--- src/rtl/exp_pkg.sv ---
// Shared definitions for the e^x Taylor-series controller: Q-format widths,
// the Q16 constant 1.0 and the controller state encoding.
package exp_pkg;

  localparam int X_W    = 16;  // Q0.16 operand
  localparam int TERM_W = 17;  // Q1.16 running term
  localparam int SUM_W  = 18;  // Q2.16 accumulated sum
  localparam int ADDR_W = 4;   // reciprocal ROM address

  localparam logic [TERM_W-1:0] ONE_Q16 = 17'h1_0000;

  typedef enum logic [2:0] {
    IDLE,
    FETCH,
    MUL,
    ACC,
    DONE
  } state_e;

endpackage : exp_pkg

--- src/rtl/fx_mul_trunc.sv ---
// Unsigned Q1.16 x Q0.16 multiply returning the Q1.16 product, truncated
// (bits [32:16] of the full 33-bit product). Purely combinational.
module fx_mul_trunc
  import exp_pkg::*;
(
  input  logic [TERM_W-1:0] a_i,
  input  logic [X_W-1:0]    b_i,
  output logic [TERM_W-1:0] p_o
);

  logic [X_W-1:0] frac_unused;

  assign {p_o, frac_unused} = {{X_W{1'b0}}, a_i} * {{TERM_W{1'b0}}, b_i};

endmodule : fx_mul_trunc

--- src/rtl/exp_taylor_ctrl.sv ---
// Sequential e^x evaluator: sums N_TERMS Taylor terms after 1.0, forming each
// term as term * x * 1/(k+1) with reciprocals read from an external ROM.
module exp_taylor_ctrl
  import exp_pkg::*;
#(
  parameter int N_TERMS = 8
) (
  input  logic              clk,
  input  logic              rst_n,
  input  logic              start_i,
  input  logic [X_W-1:0]    x_i,
  output logic              rom_en_o,
  output logic [ADDR_W-1:0] rom_addr_o,
  input  logic [X_W-1:0]    rom_dout_i,
  output logic              busy_o,
  output logic              done_o,
  output logic [SUM_W-1:0]  result_o
);

  localparam logic [ADDR_W-1:0] LAST_N = ADDR_W'(N_TERMS - 1);

  state_e              state_q;
  logic [X_W-1:0]      x_q;
  logic [TERM_W-1:0]   term_q;
  logic [SUM_W-1:0]    sum_q;
  logic [ADDR_W-1:0]   n_q;
  logic                busy_q;
  logic                done_q;
  logic                rom_en_q;
  logic [ADDR_W-1:0]   rom_addr_q;

  logic [X_W-1:0]      mul_b;
  logic [TERM_W-1:0]   term_d;

  // One multiplier serves both steps: term*x in FETCH, term*(1/(k+1)) in MUL.
  assign mul_b = (state_q == MUL) ? rom_dout_i : x_q;

  fx_mul_trunc u_mul (
    .a_i (term_q),
    .b_i (mul_b),
    .p_o (term_d)
  );

  // NOTE: every register here uses <= so all updates see the pre-edge values;
  // a blocking = would let later statements read already-updated state.
  always_ff @(posedge clk or negedge rst_n) begin
    if (!rst_n) begin
      state_q    <= IDLE;
      x_q        <= '0;
      term_q     <= '0;
      sum_q      <= '0;
      n_q        <= '0;
      busy_q     <= 1'b0;
      done_q     <= 1'b0;
      rom_en_q   <= 1'b0;
      rom_addr_q <= '0;
    end else begin
      done_q <= 1'b0;
      unique case (state_q)
        IDLE: begin
          if (start_i) begin
            x_q        <= x_i;
            term_q     <= ONE_Q16;
            sum_q      <= {1'b0, ONE_Q16};
            n_q        <= '0;
            busy_q     <= 1'b1;
            rom_en_q   <= 1'b1;
            rom_addr_q <= '0;
            state_q    <= FETCH;
          end
        end
        FETCH: begin
          term_q   <= term_d;
          rom_en_q <= 1'b0;
          state_q  <= MUL;
        end
        MUL: begin
          term_q  <= term_d;
          state_q <= ACC;
        end
        ACC: begin
          sum_q <= sum_q + {1'b0, term_q};
          if (n_q == LAST_N) begin
            state_q <= DONE;
          end else begin
            n_q        <= n_q + 4'd1;
            rom_en_q   <= 1'b1;
            rom_addr_q <= n_q + 4'd1;
            state_q    <= FETCH;
          end
        end
        DONE: begin
          // The done flag is registered out of DONE, so it pulses in the
          // following IDLE cycle: 3*N_TERMS+1 edges after start is sampled.
          busy_q  <= 1'b0;
          done_q  <= 1'b1;
          state_q <= IDLE;
        end
        default: begin
          busy_q   <= 1'b0;
          rom_en_q <= 1'b0;
          state_q  <= IDLE;
        end
      endcase
    end
  end

  assign busy_o     = busy_q;
  assign done_o     = done_q;
  assign rom_en_o   = rom_en_q;
  assign rom_addr_o = rom_addr_q;
  assign result_o   = sum_q;

endmodule : exp_taylor_ctrl

--- config.mk ---
export PLATFORM = sky130hd
export DESIGN_NAME = exp_taylor_ctrl
export DESIGN_NICKNAME = d
export VERILOG_FILES = /design/src/rtl/exp_pkg.sv /design/src/rtl/fx_mul_trunc.sv /design/src/rtl/exp_taylor_ctrl.sv
export SDC_FILE = /design/constraint.sdc
export NUM_CORES = 1
export LEC_CHECK = 0
export ABC_AREA = 1
export CAP_MARGIN = 0
export CORE_UTILIZATION = 35
export CTS_BUF_LIST = sky130_fd_sc_hd__clkbuf_4
export DETAILED_ROUTE_END_ITERATION = 12
export GPL_ROUTABILITY_DRIVEN = 0
export MAX_ROUTING_LAYER = met4
export PLACE_DENSITY = 0.5
export SYNTH_ARGS = -nofsm -noshare
export SYNTH_HDL_FRONTEND = slang
export SYNTH_SLANG_ARGS = --single-unit
export TNS_END_PERCENT = 5
--- constraint.sdc ---
create_clock -name clk -period 18.7 [get_ports clk]
set_clock_uncertainty 0.15 [all_clocks]
set_input_delay 4.675 -clock clk [delete_from_list [all_inputs] [get_ports clk]]
set_output_delay 4.675 -clock clk [all_outputs]
set_load 0.01 [all_outputs]
==> impl_metrics.ini <==
[layout]
fin_nets = 1973
drive_above_1_share_pct = 4.21
areaGrowthSynthToFinish_pct = 10.7

[yosys]
synthArstFlopShare_pct = 100
syn_nets = 1920
yosysTopAreaCellShare_pct = 34.3
ys_seq_area_share_pct = 12.6
yosysUniqueCellTypes = 47
yosysTopAreaCell = fa_1
yosys-top-cells-area = fa_1, dfrtp_1, ha_1, nand2_1, inv_1
synth_warnings = 0
ys_ff_latch = 61
syn-instance-count = 1557
synth_edf_count = 0
synth.avg_cell_area_um2 = 7.79
synth-main-ff-cell = dfrtp_1
syn_area_mm2 = 0.0121

[floorplanning]
die_x_um = 188
fp.dieArea_mm2 = 0.0354
ios = 60
die_y_um = 188
row_count = 67
start_util_pct = 35.9
fp.coreArea_mm2 = 0.0338

[setup_path]
critPathKind = in2reg
critPathMaxFanout = 14
crit_arrival_ns = 10.98
critPathLaunch = rom_dout_i[8]
cp.required_ns = 18.86
timing.rr.start = state_q[2]
cp-end-kind = flop
crit_path_start_kind = input port

[global_routing]
grt_max_degree = 62
grt-ovfl-total = 0
antenna_found_initial = 1
grt.total_usage_pct = 23.9
grt_pass1_wl_um = 61700
grt_pass1_vias = 10500

[sta]
tns_ns = 0
setup_viol = 0
timing.fmax_mhz = 92.4
hold_viol = 0
period_minus_slack_ns = 10.83
drv_slew = 0
relSlewSlack_pct = 40.9
finalCritPeriodShare_pct = 57.9
worstMarginPinSlew_ns = 0.887
rsz0062_at_grt = false

[routing]
firstDrtPassIters = 5
viasPerCell = 4.92
vias = 10200
ant_nets = 0
remaining_drc_errors = 0
routed_wl_um = 39000
drt_iter0_drc = 736
routedWlPerCell_um = 18.9

[outcome]
status = finished, final reports clean

[cts]
root_buffer = clkbuf_4
clockBufferDepth = 2
h-tree-depth = 3
hold_buffers = 0
cts_setup_buffers = 0
clkSinkCount = 61
cts-buffers-inserted = 9
cts_resized = 0
clkTransAtPathRegs_ns = 0.12
cts_tree = done
worstSkewPairLatency_ns = 0.47

[placed_design]
portBuffers = 59
hpwl_um = 31800

[worst_hold_path]
worstHoldPathType = reg2reg
hold_start = busy_o

[job]
cap_violations = 0
worst max-delay path: stages:
cell and delay [ns]:
clkdlybuf4s50_1 0.40, o21ai_0 0.57, inv_1 0.51, nand2_1 0.20, fa_1 0.45, fa_1 0.51, inv_1 0.06, fa_1 0.55
fa_1 0.43, fa_1 0.49, inv_1 0.05, fa_1 0.47, inv_1 0.04, ha_1 0.37, nand2_1 0.13, nor2_1 0.11
inv_1 0.08, nor3_1 0.31, nand3_1 0.11, o21ai_0 0.22, xnor2_1 0.15, o22ai_1 0.08
registers in the layout, indices dropped and copies added (netlist names):
| name | cells |
|---|---|
| done_o | 1 |
| state_q | 3 |
| term_q | 17 |
| busy_o | 1 |
| x_q | 16 |
| result_o | 18 |
| rom_addr_o | 4 |
| rom_en_o | 1 |
area by class of cell:
type | count | area (um2)
inverters | 337 | 1260
flip-flops and latches | 61 | 1530
well taps | 448 | 561
diodes | 1 | 2.50
repair buffers | 76 | 713
clock inverters | 6 | 87.6
clock buffers | 10 | 75.1
fillers | 3597 | 20400
multi-input cells | 1125 | 9190
logic make-up (layout without fill, tap and decap cells):
group	count (synthesis)	after routing	synth area share, %
flip-flops	61	61	12.6
AO/OA/AOI/OAI	187	187	8.78
XOR/XNOR	6	6	0.433
other	0	1	0
adder cells (fa/ha/maj)	328	328	46.7
buffers and inverters	371	429	11.6
AND/OR/NAND/NOR	604	604	19.9
synthesized netlist by cell type (2+ instances only):
cell / instances
a21boi_0: 5
a21o_1: 3
a21oi_1: 63
a22o_1: 3
a31oi_1: 5
and3_1: 3
buf_1: 2
buf_2: 6
buf_4: 2
clkbuf_1: 23
clkinv_1: 9
dfrtp_1: 61
fa_1: 208
ha_1: 120
inv_1: 321
inv_2: 7
nand2_1: 346
nand2_2: 7
nand2_4: 2
nand3_1: 31
nor2_1: 192
nor2_4: 3
nor3_1: 13
o21a_1: 3
o21ai_0: 65
o21ai_1: 12
o21ai_2: 10
o21bai_1: 2
o22ai_1: 7
o31ai_1: 2
xnor2_1: 3
xor2_1: 3
per-layer routing:
layer	track usage, %	share of wire, %	vias up
li1	-	-	4830
met1	31.9	45	4943
met2	36.6	45	335
met3	4.32	7.1	54
met4	7.57	3.1	0
met5	-	0	-
through the flow:
| step | std cells | hold slack [ns] | setup slack [ns] | utilization (%) | cell area, um2 |
|---|---|---|---|---|---|
| 5_1_grt | 2064 | 0.393 | 7.43 | 39.7 | 13400 |
| 2_1_floorplan | 1557 | 0.336 | 8.66 | - | 12100 |
| 3_3_place_gp | 2047 | 0.343 | 7.37 | 39.2 | 13300 |
| 3_5_place_dp | 2047 | 0.344 | 7.40 | 39.2 | 13300 |
| 6_report | 2064 | 0.356 | 7.87 | 39.7 | 13400 |
| 4_1_cts | 2063 | 0.372 | 7.88 | 39.7 | 13400 |
placed cells by master, fill, tap and decap left out, types with 3 or more instances in the layout:
cell type	count
inv_2	7
and3_1	3
nor2_1	192
clkinv_1	9
clkbuf_4	10
a21boi_0	5
a31oi_1	5
nor2_4	3
xnor2_1	3
nand2_2	7
o21ai_0	65
a21oi_1	63
o21a_1	3
dfrtp_1	61
nand3_1	31
o21ai_2	10
xor2_1	3
o22ai_1	7
nand2_1	346
fa_1	208
nor3_1	13
buf_4	17
a21o_1	3
inv_1	321
o21ai_1	12
a22o_1	3
ha_1	120
clkdlybuf4s50_1	58
final timing paths:
kind                            cells past startpoint  slack [ns]    endpoint
worst min-delay path                                2        0.36      busy_o
worst max register to register                     23       11.12   term_q[4]
min in group asynchronous                           2        4.24  state_q[2]
max in group asynchronous                           2       13.57   term_q[2]
worst min register to register                      2        0.36      busy_o
worst max-delay path                               22        7.87   term_q[4]
Power is left out: the tool's default activity adds up to more than one toggle a clock period on the data nets, which glitch-free logic cannot reach.
